$ cat config.mk
export PLATFORM = sky130hd
export DESIGN_NAME = id_ex_stage_flat
export DESIGN_NICKNAME = d
export VERILOG_FILES = /design/src/rtl/mips_pkg.sv /design/src/rtl/id_ex_stage_if.sv /design/src/rtl/id_ex_stage_forward_unit.sv /design/src/rtl/id_ex_stage.sv /design/src/flat_wrapper.sv
export SDC_FILE = /design/constraint.sdc
export NUM_CORES = 1
export LEC_CHECK = 0
export CAP_MARGIN = 0
export CORE_MARGIN = 2
export CORE_UTILIZATION = 40
export DETAILED_ROUTE_END_ITERATION = 7
export GPL_TIMING_DRIVEN = 1
export PLACE_DENSITY = 0.77
export REMOVE_ABC_BUFFERS = 1
export SKIP_CTS_REPAIR_TIMING = 1
export SLEW_MARGIN = 5
export SYNTH_ARGS = -nofsm -noshare
export SYNTH_HDL_FRONTEND = slang
export SYNTH_HIERARCHICAL = 1
export SYNTH_SLANG_ARGS = --single-unit
$ cat constraint.sdc
create_clock -name clk -period 2.5 [get_ports clk]
set_input_delay 0.5 -clock clk [delete_from_list [all_inputs] [get_ports clk]]
set_output_delay 0.5 -clock clk [all_outputs]
set_load 0.02 [all_outputs]
$ cat src/rtl/mips_pkg.sv
// Shared definitions for the MIPS decode/execute boundary.
// ALU opcodes, forwarding selects and the registered control bundle.
package mips_pkg;

  typedef enum logic [3:0] {
    ALU_AND       = 4'd0,
    ALU_OR        = 4'd1,
    ALU_ADD       = 4'd2,
    ALU_XOR       = 4'd3,
    ALU_SUB       = 4'd6,
    ALU_SLT       = 4'd7,
    ALU_ADDU_QB   = 4'd8,
    ALU_ADDU_S_QB = 4'd9
  } alu_op_e;

  typedef enum logic [1:0] {
    FWD_REG = 2'b00,
    FWD_WB  = 2'b01,
    FWD_MEM = 2'b10
  } fwd_sel_e;

  // ALU control is kept as raw bits: every 4-bit code passes through
  typedef struct packed {
    logic [3:0] alu_ctrl;
    logic       alu_src;
    logic       reg_dst;
    logic       reg_write;
    logic       mem_to_reg;
    logic       mem_write;
  } id_ex_ctrl_t;

endpackage

$ cat src/rtl/id_ex_stage_if.sv
// Decode-to-execute bundle with forwarding sources and E-stage results.
// master drives decode/hazard/forward inputs; slave is the stage.
interface id_ex_stage_if #(
  parameter int WIDTH = 32,
  parameter int RADDR = 5
);
  logic [WIDTH-1:0] RD1D;
  logic [WIDTH-1:0] RD2D;
  logic [WIDTH-1:0] SignImmD;
  logic [RADDR-1:0] RsD;
  logic [RADDR-1:0] RtD;
  logic [RADDR-1:0] RdD;
  logic [3:0]       ALUControlD;
  logic             ALUSrcD;
  logic             RegDstD;
  logic             RegWriteD;
  logic             MemtoRegD;
  logic             MemWriteD;
  logic             StallE;
  logic             FlushE;
  logic [WIDTH-1:0] ALUOutM;
  logic [WIDTH-1:0] ResultW;
  logic [RADDR-1:0] WriteRegM;
  logic [RADDR-1:0] WriteRegW;
  logic             RegWriteM;
  logic             RegWriteW;
  logic [WIDTH-1:0] SrcAE;
  logic [WIDTH-1:0] SrcBE;
  logic [3:0]       ALUControlE;
  logic [WIDTH-1:0] WriteDataE;
  logic [RADDR-1:0] WriteRegE;
  logic [RADDR-1:0] RsE;
  logic [RADDR-1:0] RtE;
  logic             RegWriteE;
  logic             MemtoRegE;
  logic             MemWriteE;

  modport master (
    output RD1D, RD2D, SignImmD, RsD, RtD, RdD,
    output ALUControlD, ALUSrcD, RegDstD,
    output RegWriteD, MemtoRegD, MemWriteD,
    output StallE, FlushE,
    output ALUOutM, ResultW, WriteRegM, WriteRegW,
    output RegWriteM, RegWriteW,
    input  SrcAE, SrcBE, ALUControlE, WriteDataE,
    input  WriteRegE, RsE, RtE,
    input  RegWriteE, MemtoRegE, MemWriteE
  );

  modport slave (
    input  RD1D, RD2D, SignImmD, RsD, RtD, RdD,
    input  ALUControlD, ALUSrcD, RegDstD,
    input  RegWriteD, MemtoRegD, MemWriteD,
    input  StallE, FlushE,
    input  ALUOutM, ResultW, WriteRegM, WriteRegW,
    input  RegWriteM, RegWriteW,
    output SrcAE, SrcBE, ALUControlE, WriteDataE,
    output WriteRegE, RsE, RtE,
    output RegWriteE, MemtoRegE, MemWriteE
  );
endinterface

$ cat src/rtl/id_ex_stage_forward_unit.sv
// Operand bypass for one E-stage source register.
// Memory stage wins over writeback; register 0 never forwards.
module forward_unit
  import mips_pkg::*;
#(
  parameter int WIDTH = 32,
  parameter int RADDR = 5
) (
  input  logic [RADDR-1:0] rs,
  input  logic [WIDTH-1:0] rd,
  input  logic             reg_write_m,
  input  logic [RADDR-1:0] write_reg_m,
  input  logic [WIDTH-1:0] alu_out_m,
  input  logic             reg_write_w,
  input  logic [RADDR-1:0] write_reg_w,
  input  logic [WIDTH-1:0] result_w,
  output logic [WIDTH-1:0] data
);
  fwd_sel_e sel;
  logic     hit_m;
  logic     hit_w;

  assign hit_m = reg_write_m && (write_reg_m == rs) && (rs != '0);
  assign hit_w = reg_write_w && (write_reg_w == rs) && (rs != '0);

  always_comb begin
    sel = FWD_REG;
    if (hit_m)      sel = FWD_MEM;
    else if (hit_w) sel = FWD_WB;
  end

  always_comb begin
    data = rd;
    unique case (sel)
      FWD_MEM: data = alu_out_m;
      FWD_WB:  data = result_w;
      default: data = rd;
    endcase
  end
endmodule

$ cat src/rtl/id_ex_stage.sv
// ID/EX pipeline register with operand forwarding and execute muxes.
// Flush beats stall; reset clears all state asynchronously.
module id_ex_stage
  import mips_pkg::*;
#(
  parameter int WIDTH = 32,
  parameter int RADDR = 5
) (
  input  logic        clk,
  input  logic        rst_n,
  id_ex_stage_if.slave bus
);
  logic [WIDTH-1:0] rd1_q;
  logic [WIDTH-1:0] rd2_q;
  logic [WIDTH-1:0] imm_q;
  logic [RADDR-1:0] rs_q;
  logic [RADDR-1:0] rt_q;
  logic [RADDR-1:0] rd_q;
  id_ex_ctrl_t      ctrl_q;
  id_ex_ctrl_t      ctrl_d;
  logic [WIDTH-1:0] fwd_a;
  logic [WIDTH-1:0] fwd_b;

  assign ctrl_d = '{
    alu_ctrl:   bus.ALUControlD,
    alu_src:    bus.ALUSrcD,
    reg_dst:    bus.RegDstD,
    reg_write:  bus.RegWriteD,
    mem_to_reg: bus.MemtoRegD,
    mem_write:  bus.MemWriteD
  };

  always_ff @(posedge clk or negedge rst_n) begin
    if (!rst_n) begin
      rd1_q  <= '0;
      rd2_q  <= '0;
      imm_q  <= '0;
      rs_q   <= '0;
      rt_q   <= '0;
      rd_q   <= '0;
      ctrl_q <= '0;
    end else if (bus.FlushE) begin
      rd1_q  <= '0;
      rd2_q  <= '0;
      imm_q  <= '0;
      rs_q   <= '0;
      rt_q   <= '0;
      rd_q   <= '0;
      ctrl_q <= '0;
    end else if (!bus.StallE) begin
      rd1_q  <= bus.RD1D;
      rd2_q  <= bus.RD2D;
      imm_q  <= bus.SignImmD;
      rs_q   <= bus.RsD;
      rt_q   <= bus.RtD;
      rd_q   <= bus.RdD;
      ctrl_q <= ctrl_d;
    end
  end

  forward_unit #(.WIDTH(WIDTH), .RADDR(RADDR)) u_fwd_a (
    .rs          (rs_q),
    .rd          (rd1_q),
    .reg_write_m (bus.RegWriteM),
    .write_reg_m (bus.WriteRegM),
    .alu_out_m   (bus.ALUOutM),
    .reg_write_w (bus.RegWriteW),
    .write_reg_w (bus.WriteRegW),
    .result_w    (bus.ResultW),
    .data        (fwd_a)
  );

  forward_unit #(.WIDTH(WIDTH), .RADDR(RADDR)) u_fwd_b (
    .rs          (rt_q),
    .rd          (rd2_q),
    .reg_write_m (bus.RegWriteM),
    .write_reg_m (bus.WriteRegM),
    .alu_out_m   (bus.ALUOutM),
    .reg_write_w (bus.RegWriteW),
    .write_reg_w (bus.WriteRegW),
    .result_w    (bus.ResultW),
    .data        (fwd_b)
  );

  assign bus.SrcAE       = fwd_a;
  assign bus.WriteDataE  = fwd_b;
  assign bus.SrcBE       = ctrl_q.alu_src ? imm_q : fwd_b;
  assign bus.ALUControlE = ctrl_q.alu_ctrl;
  assign bus.WriteRegE   = ctrl_q.reg_dst ? rd_q : rt_q;
  assign bus.RsE         = rs_q;
  assign bus.RtE         = rt_q;
  assign bus.RegWriteE   = ctrl_q.reg_write;
  assign bus.MemtoRegE   = ctrl_q.mem_to_reg;
  assign bus.MemWriteE   = ctrl_q.mem_write;
endmodule
$ cat src/flat_wrapper.sv
// flat-port wrapper written by rule: the top's interface ports become plain ports
module id_ex_stage_flat import mips_pkg::*;
#(
  parameter int WIDTH = 32,
  parameter int RADDR = 5
)
  (clk, rst_n, bus_RD1D, bus_RD2D, bus_SignImmD, bus_RsD, bus_RtD, bus_RdD, bus_ALUControlD, bus_ALUSrcD, bus_RegDstD, bus_RegWriteD, bus_MemtoRegD, bus_MemWriteD, bus_StallE, bus_FlushE, bus_ALUOutM, bus_ResultW, bus_WriteRegM, bus_WriteRegW, bus_RegWriteM, bus_RegWriteW, bus_SrcAE, bus_SrcBE, bus_ALUControlE, bus_WriteDataE, bus_WriteRegE, bus_RsE, bus_RtE, bus_RegWriteE, bus_MemtoRegE, bus_MemWriteE);
  id_ex_stage_if #(.WIDTH(WIDTH), .RADDR(RADDR)) bus_i ();
  input  logic clk;
  input  logic rst_n;
  input wire logic [$bits(bus_i.RD1D)-1:0] bus_RD1D;
  input wire logic [$bits(bus_i.RD2D)-1:0] bus_RD2D;
  input wire logic [$bits(bus_i.SignImmD)-1:0] bus_SignImmD;
  input wire logic [$bits(bus_i.RsD)-1:0] bus_RsD;
  input wire logic [$bits(bus_i.RtD)-1:0] bus_RtD;
  input wire logic [$bits(bus_i.RdD)-1:0] bus_RdD;
  input wire logic [$bits(bus_i.ALUControlD)-1:0] bus_ALUControlD;
  input wire logic [$bits(bus_i.ALUSrcD)-1:0] bus_ALUSrcD;
  input wire logic [$bits(bus_i.RegDstD)-1:0] bus_RegDstD;
  input wire logic [$bits(bus_i.RegWriteD)-1:0] bus_RegWriteD;
  input wire logic [$bits(bus_i.MemtoRegD)-1:0] bus_MemtoRegD;
  input wire logic [$bits(bus_i.MemWriteD)-1:0] bus_MemWriteD;
  input wire logic [$bits(bus_i.StallE)-1:0] bus_StallE;
  input wire logic [$bits(bus_i.FlushE)-1:0] bus_FlushE;
  input wire logic [$bits(bus_i.ALUOutM)-1:0] bus_ALUOutM;
  input wire logic [$bits(bus_i.ResultW)-1:0] bus_ResultW;
  input wire logic [$bits(bus_i.WriteRegM)-1:0] bus_WriteRegM;
  input wire logic [$bits(bus_i.WriteRegW)-1:0] bus_WriteRegW;
  input wire logic [$bits(bus_i.RegWriteM)-1:0] bus_RegWriteM;
  input wire logic [$bits(bus_i.RegWriteW)-1:0] bus_RegWriteW;
  output wire logic [$bits(bus_i.SrcAE)-1:0] bus_SrcAE;
  output wire logic [$bits(bus_i.SrcBE)-1:0] bus_SrcBE;
  output wire logic [$bits(bus_i.ALUControlE)-1:0] bus_ALUControlE;
  output wire logic [$bits(bus_i.WriteDataE)-1:0] bus_WriteDataE;
  output wire logic [$bits(bus_i.WriteRegE)-1:0] bus_WriteRegE;
  output wire logic [$bits(bus_i.RsE)-1:0] bus_RsE;
  output wire logic [$bits(bus_i.RtE)-1:0] bus_RtE;
  output wire logic [$bits(bus_i.RegWriteE)-1:0] bus_RegWriteE;
  output wire logic [$bits(bus_i.MemtoRegE)-1:0] bus_MemtoRegE;
  output wire logic [$bits(bus_i.MemWriteE)-1:0] bus_MemWriteE;
  assign bus_i.RD1D = bus_RD1D;
  assign bus_i.RD2D = bus_RD2D;
  assign bus_i.SignImmD = bus_SignImmD;
  assign bus_i.RsD = bus_RsD;
  assign bus_i.RtD = bus_RtD;
  assign bus_i.RdD = bus_RdD;
  assign bus_i.ALUControlD = bus_ALUControlD;
  assign bus_i.ALUSrcD = bus_ALUSrcD;
  assign bus_i.RegDstD = bus_RegDstD;
  assign bus_i.RegWriteD = bus_RegWriteD;
  assign bus_i.MemtoRegD = bus_MemtoRegD;
  assign bus_i.MemWriteD = bus_MemWriteD;
  assign bus_i.StallE = bus_StallE;
  assign bus_i.FlushE = bus_FlushE;
  assign bus_i.ALUOutM = bus_ALUOutM;
  assign bus_i.ResultW = bus_ResultW;
  assign bus_i.WriteRegM = bus_WriteRegM;
  assign bus_i.WriteRegW = bus_WriteRegW;
  assign bus_i.RegWriteM = bus_RegWriteM;
  assign bus_i.RegWriteW = bus_RegWriteW;
  assign bus_SrcAE = bus_i.SrcAE;
  assign bus_SrcBE = bus_i.SrcBE;
  assign bus_ALUControlE = bus_i.ALUControlE;
  assign bus_WriteDataE = bus_i.WriteDataE;
  assign bus_WriteRegE = bus_i.WriteRegE;
  assign bus_RsE = bus_i.RsE;
  assign bus_RtE = bus_i.RtE;
  assign bus_RegWriteE = bus_i.RegWriteE;
  assign bus_MemtoRegE = bus_i.MemtoRegE;
  assign bus_MemWriteE = bus_i.MemWriteE;
  id_ex_stage #(.WIDTH(WIDTH), .RADDR(RADDR)) u_core (.clk(clk), .rst_n(rst_n), .bus(bus_i));
endmodule
==> flow_metrics.tcl <==
set metrics [dict create \
    io_buffers 317 \
    finalNetCount 1340 \
    initial_core_util 0.404 \
    grtUsageTotal 0.258 \
    grt_overflow 0 \
    root_buffer "clkbuf_16" \
    cp-end-kind "output port" \
    required_ps 2000 \
    placed_cell_area_um2 11800 \
    num_io_pins 318 \
    placementRows 52 \
    ir_drop_v 0.000462 \
    cts_tree "done" \
    slew_violations 0 \
    dieArea_um2 21400 \
    crit_fanout 9 \
    arrival_ps 2610 \
    worst_slack_ps -611 \
    status "complete, but fails checks" \
    syn_inst 771 \
    period_minus_slack_ps 3110 \
    final_antenna_net_count 0 \
    grt_pass1_wl_um 43100 \
    critPathSlowestCell "or4_4" \
    setup_viol 96 \
    ys_async_sr_fraction 1.00 \
    hold_viol 0 \
    cpPeakStageDelay_ps 590 \
    fp.coreArea_um2 20000 \
    place_congestion 0.860 \
    clk_latency_ps 420 \
    synth_area_um2 8090 \
    drive_gt1_frac 0.391 \
    critPathLaunchType "flop" \
    cts_buffer_depth 2 \
    drt-wirelength-per-cell_um 22.8 \
    vias 7876 \
    synth_edf_count 0 \
    clk_pin_slew_ps 60 \
    yosysSeqAreaShare 0.371 \
    drc 0 \
    rsz0062_at_grt "yes" \
    power.density_nw_per_um2 522 \
    first_pass_iters 5 \
    die_w_um 146 \
    max-cap-violations 0 \
    clock-sinks 120 \
    worstPathCellList "or4_4 -> o211ai_4 -> or2_4 -> clkbuf_16 -> a31oi_2 -> mux2_2 -> buf_2" \
    ctsHtreeMaxLevel 4 \
    syn_avg_cell_area_um2 10.5 \
    max_freq_mhz 321 \
    utilization 0.662 \
    grt_antenna_before_repair 0 \
    grt_pass1_vias 7650 \
    cts_buffers 17 \
    ys_types 25 \
    crit_type "flop to output port" \
    synth-seq-cells 120 \
    pre_cts_slack_ps -912 \
    hold_path_class "input pin to asynchronous set/reset pin" \
    violations "negative setup slack" \
    areaGrowthSynthToFinish_pct 64.1 \
    fin_crit_sh 1.24 \
    die_y_um 146 \
    drt-initial-drc-count 422 \
    slew_headroom 0.541 \
    dp_hpwl_um 20100 \
    synthFlopType "dfrtp_1" \
    power.leakage_nw 5.64 \
    grt_max_degree 121 \
    ys_warn_count 6 \
    worst_slew_pin_slew_ps 688 \
    antenna_cells 0 \
    final_design_area_no_fill_um2 13300 \
    worst_clock_skew_ps 0 \
    via_per_inst 5.54 \
    wl_um 32400 \
    fin_total_pwr_mw 6.92 \
]
-- stage by stage --
| step | TNS (ps) | hold slack [ps] | instances |
|---|---|---|---|
| after floorplan | -112890 | 204 | 689 |
| after global placement | -70480 | 497 | 1362 |
| after detailed placement | -75950 | 510 | 1362 |
| after CTS | -94680 | 215 | 1393 |
| after global routing | -52590 | 240 | 1422 |
| final | -45330 | 191 | 1422 |
-- worst paths after layout --
| path | slack, ps | from | to | cells after the start |
|---|---|---|---|---|
| max | -610 | u_core/bus.RtE[3]$_DFFE_PN0P_ | bus_SrcBE[20] | 7 |
| min | 190 | rst_n | u_core/imm_q[7]$_DFFE_PN0P_ | 2 |
| max reg2reg | 1430 | u_core/bus.RtE[1]$_DFFE_PN0P_ | u_core/bus.RtE[1]$_DFFE_PN0P_ | 3 |
| min reg2reg | 520 | u_core/imm_q[19]$_DFFE_PN0P_ | u_core/imm_q[19]$_DFFE_PN0P_ | 2 |
| max in group asynchronous | 1780 | rst_n | u_core/ctrl_q[4]$_DFFE_PN0P_ | 2 |
| min in group clk | 380 | bus_FlushE | u_core/bus.MemWriteE$_DFFE_PN0P_ | 2 |
-- registers in the layout, summed over array words and instances (netlist names) --
| name | cells |
|---|---|
| u_core/bus.MemWriteE | 1 |
| u_core/bus.ALUControlE | 4 |
| u_core/rd_q | 5 |
| u_core/bus.RegWriteE | 1 |
| u_core/bus.RsE | 5 |
| u_core/imm_q | 32 |
| u_core/bus.RtE | 5 |
| u_core/bus.MemtoRegE | 1 |
| u_core/rd1_q | 32 |
| u_core/ctrl_q | 2 |
| u_core/rd2_q | 32 |
-- final cells by class --
type	count	area, um2
sequential	120	3000
fill	1626	6770
tap	270	338
clock buffer	19	453
multi-input combinational	569	4840
timing repair buffer	432	4440
clock inverter	12	199
-- kinds of logic after synthesis --
logic type / after synthesis / share of synthesized area
flops: 120 / 0.371
compound gates: 134 / 0.172
mux: 157 / 0.200
xor+xnor: 20 / 0.0217
buf+inv: 82 / 0.0908
simple gates: 258 / 0.144
-- cells in the mapped netlist (4+ instances only) --
library cell	instances	area, um2
nor2_1	120	450
buf_4	14	105
dfrtp_1	120	3000
nor3_1	64	320
a31oi_1	6	37.5
mux2_2	37	417
o21ai_2	58	508
xnor2_1	20	175
a31oi_2	58	726
nand4_1	4	25.0
buf_6	8	90.1
o21ai_0	4	20.0
buf_12	17	340
mux2i_1	120	1200
nand3_1	64	320
clkbuf_1	25	93.8
buf_2	16	80.1
-- critical path, delay by kind of cell (launching register included) --
family                 cells  cell delay (ps)
AOI/OAI and AO/OA          2              380
muxes                      1              270
DFF                        1              370
and+or+nand+nor            2              820
buffers and inverters      2              350
-- placed cells by master (no fill, tap or decap), types with 4 or more instances in the layout --
cell / synthesis / layout
clkinvlp_4: 0 / 4
nand4_1: 4 / 4
nand3_1: 64 / 42
o21ai_2: 58 / 58
clkbuf_16: 0 / 29
mux2i_1: 120 / 120
nor2_1: 120 / 120
buf_12: 17 / 23
nor3_1: 64 / 57
clkbuf_2: 0 / 12
buf_6: 8 / 50
nor3_2: 0 / 7
buf_4: 14 / 100
buf_2: 16 / 13
dfrtp_1: 120 / 119
nand3_4: 0 / 7
mux2_4: 0 / 4
a31oi_4: 0 / 17
o211ai_4: 2 / 4
bufinv_16: 0 / 5
a31oi_2: 58 / 45
clkdlybuf4s50_1: 0 / 216
xnor2_2: 0 / 6
mux2_2: 37 / 33
nand3_2: 0 / 15
xnor2_1: 20 / 14
-- metal layers --
metal | vias up | wire length (um) | track usage
met1 | 3876 | 13500 | 0.318
met5 | - | 0 | 0
li1 | 3554 | - | -
met4 | 0 | 995 | 0.106
met3 | 69 | 2380 | 0.0691
met2 | 377 | 15500 | 0.429
-- report_power, final --
part / switching (mW) / internal (mW)
clock: 0.946 / 1.81
sequential: 0.0797 / 2.05
combinational: 1.00 / 1.03
Power figures use the tool's default switching activity.
